`src/rtl/chacha20_cfg_regbank.sv`:
```
// AXI4 write-only configuration bank for the chacha20 core: per-channel shadow key/counter/nonce,
// atomic commit to the active set, and block-counter advance with exhaustion flagging.
module chacha20_cfg_regbank #(
   parameter int AXI_IDWIDTH = 4,
   parameter int DATA_W      = 64,
   parameter int NUM_CH      = 2
) (
   input  logic                     aclk,
   input  logic                     areset_n,
   input  logic                     s_axi_awvalid,
   output logic                     s_axi_awready,
   input  logic [63:0]              s_axi_awaddr,
   input  logic [7:0]               s_axi_awlen,
   input  logic [AXI_IDWIDTH-1:0]   s_axi_awid,
   input  logic                     s_axi_wvalid,
   output logic                     s_axi_wready,
   input  logic [DATA_W-1:0]        s_axi_wdata,
   input  logic                     s_axi_wlast,
   output logic                     s_axi_bvalid,
   input  logic                     s_axi_bready,
   output logic [AXI_IDWIDTH-1:0]   s_axi_bid,
   output logic [1:0]               s_axi_bresp,
   input  logic [NUM_CH-1:0]        blk_done,
   output logic [NUM_CH*256-1:0]    key_o,
   output logic [NUM_CH*96-1:0]     nonce_o,
   output logic [NUM_CH*32-1:0]     ctr_o,
   output logic [NUM_CH-1:0]        key_valid,
   output logic [NUM_CH-1:0]        outdate_key,
   output logic [1:0]               dbg_state
);

   // Handshakes: a channel transfers on the rising edge where valid and ready are both high;
   // the source holds its payload stable while valid is high and ready is low.

   localparam int NW     = DATA_W / 32;
   localparam int BB     = DATA_W / 8;
   localparam int AL     = $clog2(BB);
   localparam int NREG   = 12;   // key[0..7], counter, nonce[0..2]
   localparam int CTR_W  = 8;
   localparam int CTRL_W = 12;
   localparam int MAP_W  = 13;

   typedef enum logic [1:0] {S_IDLE = 2'd0, S_DATA = 2'd1, S_RESP = 2'd2} state_t;

   state_t                   state;
   logic [10:0]              addr;
   logic [7:0]               len;
   logic [AXI_IDWIDTH-1:0]   id;
   logic                     err;
   logic                     drop_all;
   logic [8:0]               beat_cnt;
   logic [NUM_CH-1:0]        commit_pend;
   logic [31:0]              sh_w  [NUM_CH][NREG];
   logic [31:0]              act_w [NUM_CH][NREG];

   logic                     beat_fire;
   logic                     beat_wr;
   logic                     beat_err;
   logic                     ch_ok;
   logic                     extra;
   logic                     early;
   logic [2:0]               beat_ch;
   logic [6:0]               base_widx;
   logic [6:0]               w_idx [NW];
   logic                     unused_bits;

   assign unused_bits = ^s_axi_awaddr[63:11];
   assign dbg_state   = state;

   always_comb begin
      beat_fire = (state == S_DATA) && s_axi_wvalid;
      beat_ch   = addr[10:8];
      base_widx = {1'b0, addr[7:2]};
      ch_ok     = ({29'd0, beat_ch} < 32'(NUM_CH));
      extra     = (beat_cnt > {1'b0, len});
      early     = s_axi_wlast && (beat_cnt < {1'b0, len});
      beat_wr   = beat_fire && !drop_all && !extra && ch_ok;
      // Only beats that start past the map are errors; with 64b beats the word at 0x34 is
      // the padding half of the ctrl beat and is silently dropped.
      beat_err  = beat_fire && (extra || early || !ch_ok || (base_widx >= 7'(MAP_W)));
      for (int k = 0; k < NW; k++) w_idx[k] = base_widx + 7'(k);
   end

   always_ff @(posedge aclk or negedge areset_n) begin
      if (!areset_n) begin
         state         <= S_IDLE;
         s_axi_awready <= 1'b1;
         s_axi_wready  <= 1'b0;
         s_axi_bvalid  <= 1'b0;
         s_axi_bid     <= '0;
         s_axi_bresp   <= 2'b00;
         addr          <= '0;
         len           <= '0;
         id            <= '0;
         err           <= 1'b0;
         drop_all      <= 1'b0;
         beat_cnt      <= '0;
      end else begin
         case (state)
            S_IDLE: begin
               if (s_axi_awvalid && s_axi_awready) begin
                  addr          <= s_axi_awaddr[10:0];
                  len           <= s_axi_awlen;
                  id            <= s_axi_awid;
                  drop_all      <= |s_axi_awaddr[AL-1:0];
                  err           <= |s_axi_awaddr[AL-1:0];
                  beat_cnt      <= '0;
                  s_axi_awready <= 1'b0;
                  s_axi_wready  <= 1'b1;
                  state         <= S_DATA;
               end
            end
            S_DATA: begin
               if (beat_fire) begin
                  addr     <= addr + 11'(BB);
                  beat_cnt <= (&beat_cnt) ? beat_cnt : beat_cnt + 9'd1;
                  err      <= err | beat_err;
                  if (s_axi_wlast) begin
                     s_axi_wready <= 1'b0;
                     s_axi_bvalid <= 1'b1;
                     s_axi_bid    <= id;
                     s_axi_bresp  <= (err | beat_err) ? 2'b10 : 2'b00;
                     state        <= S_RESP;
                  end
               end
            end
            S_RESP: begin
               if (s_axi_bready) begin
                  s_axi_bvalid  <= 1'b0;
                  s_axi_awready <= 1'b1;
                  state         <= S_IDLE;
               end
            end
            default: state <= S_IDLE;
         endcase
      end
   end

   always_ff @(posedge aclk or negedge areset_n) begin
      if (!areset_n) begin
         commit_pend <= '0;
         key_valid   <= '0;
         outdate_key <= '0;
         for (int c = 0; c < NUM_CH; c++) begin
            for (int i = 0; i < NREG; i++) begin
               sh_w[c][i]  <= '0;
               act_w[c][i] <= '0;
            end
         end
      end else begin
         commit_pend <= '0;
         for (int c = 0; c < NUM_CH; c++) begin
            if (beat_wr && beat_ch == 3'(c)) begin
               for (int k = 0; k < NW; k++) begin
                  if (w_idx[k] < 7'(NREG))
                     sh_w[c][w_idx[k][3:0]] <= s_axi_wdata[k*32 +: 32];
                  else if (w_idx[k] == 7'(CTRL_W) && s_axi_wdata[k*32])
                     commit_pend[c] <= 1'b1;
               end
            end
            // Commit takes priority, so a block completion in the commit cycle is discarded.
            if (commit_pend[c]) begin
               for (int i = 0; i < NREG; i++) act_w[c][i] <= sh_w[c][i];
               key_valid[c]   <= 1'b1;
               outdate_key[c] <= 1'b0;
            end else if (blk_done[c] && key_valid[c] && !outdate_key[c]) begin
               if (act_w[c][CTR_W] == 32'hFFFF_FFFF)
                  outdate_key[c] <= 1'b1;
               else
                  act_w[c][CTR_W] <= act_w[c][CTR_W] + 32'd1;
            end
         end
      end
   end

   always_comb begin
      key_o   = '0;
      nonce_o = '0;
      ctr_o   = '0;
      for (int c = 0; c < NUM_CH; c++) begin
         for (int i = 0; i < 8; i++) key_o[c*256 + i*32 +: 32] = act_w[c][i];
         ctr_o[c*32 +: 32] = act_w[c][CTR_W];
         for (int j = 0; j < 3; j++) nonce_o[c*96 + j*32 +: 32] = act_w[c][9 + j];
      end
   end

endmodule
```
`config.mk`:
```
export PLATFORM = sky130hd
export DESIGN_NAME = chacha20_cfg_regbank
export DESIGN_NICKNAME = d
export VERILOG_FILES = /design/src/rtl/chacha20_cfg_regbank.sv
export SDC_FILE = /design/constraint.sdc
export NUM_CORES = 2
export LEC_CHECK = 0
export BUFFER_PORTS_ARGS = -buffer_cell sky130_fd_sc_hd__buf_2
export CAP_MARGIN = 20
export CORE_UTILIZATION = 25
export DETAILED_ROUTE_END_ITERATION = 8
export GPL_ROUTABILITY_DRIVEN = 0
export HOLD_SLACK_MARGIN = 0.12
export PLACE_DENSITY = 0.44
export SKIP_CTS_REPAIR_TIMING = 1
export SYNTH_ARGS = -nofsm -noshare
export SYNTH_HDL_FRONTEND = slang
export SYNTH_SLANG_ARGS = --single-unit
export TNS_END_PERCENT = 10
```
`constraint.sdc`:
```
create_clock -name aclk -period 3.15 [get_ports aclk]
set_input_delay 0.4725 -clock aclk [delete_from_list [all_inputs] [get_ports aclk]]
set_output_delay 0.4725 -clock aclk [all_outputs]
set_load 0.01 [all_outputs]
```
==> out/results.tsv <==
metric	value	unit
grt.met2_usage	0.3730	
critPathRequiredTime	3.90	ns
nets	6443	
netlist_top_cells_area	dfrtp_1, mux2_2, a22o_1	
finalWorstSetupSlack	0.1455	ns
final_common_cell	dfrtp_1	
grt_util_met3	0.07001	
ys_ff_latch	1584	
final_cell_mix	dfrtp_1, buf_2, mux2_2	
viasPerCell	5.262	
async_flop_share	1.000	
arrival	3.76	ns
relSlewSlack	0.2096	
setup_violations	0	
ant_nets	0	
comb_power_share	0.035	
port_buffers	876	
rsz0062_at_grt	no	
coreArea	262300	sq um
post-dp-hpwl	223.1	mm
seqPwrFrac	0.460	
grt_pass1_wl	448.9	mm
worstPathMaxFanout	5	
ios	931	
fin_skew	0.06675	ns
slew_violations	0	
p_per_area	531.8	nW/um^2
place_ws	0.2042	ns
grt-ovfl-total	0	
cts_max_path_buffers	3	
endpoint_kind	flop	
ys.flop_type	dfrtp_1	
syn_area	65960	sq um
hold_violations	0	
ys_warn_count	0	
power	44.28	mW
cts_buffers	185	
num_rows	188	
area_delta_synth_final	26.22	%
crit_type	flop to flop	
hold_path_class	input pin to flop	
cts_tree	yes	
fin_crit	3.005	ns
layout.cells.non_filler	9983	
start_util	0.2515	
yosysUniqueCellTypes	72	
p_int	33.35	mW
die_w	515.7	um
startpoint_type	flop	
cap_violations	0	
yosysSeqAreaShare	0.6009	
syn_nets	5490	
synth_top_area_cell	dfrtp_1	
drc	0	
synth-edff-count	0	
clock_sinks	1584	
h-tree-depth	4	
swShare	0.2467	
grt_pass1_vias	51623	
syn_area_per_cell	12.38	sq um
met1_usage	0.3206	
yosysTopAreaCellShare	0.6005	
finalCritPeriodShare	0.9538	
drive_gt1_frac	0.3593	
p_sw	10.92	mW
antenna_found_initial	55	
power_leakage	40.03	nW
clock_latency	0.89	ns
grt_max_degree	124	
outcome	finished clean	
wl_per_cell	33.12	um
syn_inst	5329	
dr.pass1.iters	5	
clk_pin_slew_worst_paths	0.06	ns
num_vias	52526	
holdWs	0.1601	ns
vdd_drop_max	0.5985	mV
clkPwrFrac	0.505	
finalWirelength	330.6	mm
drtIter0Drc	5108	
clockRootBuffer	clkbuf_16	
grt.total_usage	0.2432	
grt_busiest_layer	met2	
die_area	265900	sq um
die_h	515.7	um
tightest_slew	1.186	ns
tns	0	ns
place_inst	9562	
fmax	0.3328	GHz
-- cells in the mapped netlist (5+ instances only) --
master	number
xnor2_1	25
a32oi_1	72
mux2_2	723
o22ai_1	8
nand2_1	438
nor3_1	12
ha_1	13
nand3_1	208
a21oi_1	57
nor2_1	77
o2bb2ai_1	210
buf_2	143
nor2b_1	8
a22o_1	545
nand4_1	168
and4_1	5
inv_1	36
buf_1	34
and2_1	10
o21ai_0	411
buf_4	5
nor3b_1	5
nand3b_1	5
a32o_1	6
dfrtp_1	1583
o21ai_1	74
xor2_1	41
clkbuf_1	300
a22oi_1	13
nand4b_1	7
a31oi_1	8
and3_1	15
-- layout make-up --
| type | instances | area [sq um] |
|---|---|---|
| Inverter | 36 | 135.1 |
| Multi-Input combinational cell | 3227 | 24450 |
| Antenna cell | 34 | 85.08 |
| Fill cell | 26374 | 179000 |
| Sequential cell | 1584 | 39650 |
| Clock buffer | 276 | 5503 |
| Tap cell | 3515 | 4398 |
| Clock inverter | 63 | 819.5 |
| Timing Repair Buffer | 1248 | 8213 |
-- worst max-delay path, stage by stage (launching register included) --
cell	delay, ns
dfrtp_1	0.37
or2_1	0.30
buf_4	0.23
nor3_1	0.66
o21ai_0	0.42
nor2_1	0.23
o21ai_0	0.11
dlygate4sd3_1	0.58
-- per-layer routing --
metal	vias to the layer above	part of all wire
met5	-	0.00023
met4	14	0.039
met3	479	0.085
met2	2461	0.45
met1	27892	0.42
li1	21680	-
-- state kept, by name (all words and copies together), names as in the netlist, 2 cells and up --
name,flops
outdate_key,2
dbg_state,2
addr,9
commit_pend,2
key_o,512
key_valid,2
nonce_o,192
len,8
s_axi_bid,4
sh_w,768
ctr_o,64
id,4
beat_cnt,9
-- through the flow --
step / instance area [sq um] / utilization
CTS: 82690 / 0.3153
finish: 83260 / 0.3174
global placement: 76370 / 0.2912
detailed placement: 76370 / 0.2912
floorplan: 65960 / -
global route: 83200 / 0.3172
-- power groups by stage --
stage	Clock, mW	Sequential (mW)	Combinational [mW]
after floorplan	0	20.7	0.157
after global placement	0	20.7	1.52
after detailed placement	0	20.7	1.54
after CTS	22.8	20.3	1.54
after global routing	23.7	20.3	1.63
final	22.4	20.3	1.55
-- kinds of logic after synthesis --
family	count (synthesis)	synth area share
multiplexers	726	0.1239
buffers and inverters	518	0.03247
other	1	0.00005685
XOR/XNOR	66	0.008763
flip-flops	1584	0.6009
AND/OR/NAND/NOR	995	0.07288
adder cells (fa/ha/maj)	13	0.002466
AO/OA/AOI/OAI	1426	0.1585
-- path summary, 6_finish.rpt --
| path | startpoint | to | slack (ns) | cells after the start |
|---|---|---|---|---|
| worst max-delay path | addr[7] | err | 0.15 | 7 |
| worst min-delay path | s_axi_wdata[7] | sh_w[519] | 0.16 | 3 |
| worst max register to register | addr[7] | err | 0.15 | 7 |
| worst min register to register | sh_w[447] | nonce_o[63] | 0.48 | 1 |
| max in group asynchronous | areset_n | key_o[433] | 1.74 | 4 |
| min in group asynchronous | areset_n | sh_w[375] | 0.19 | 2 |
No activity file was read; power rests on OpenSTA's default activity.
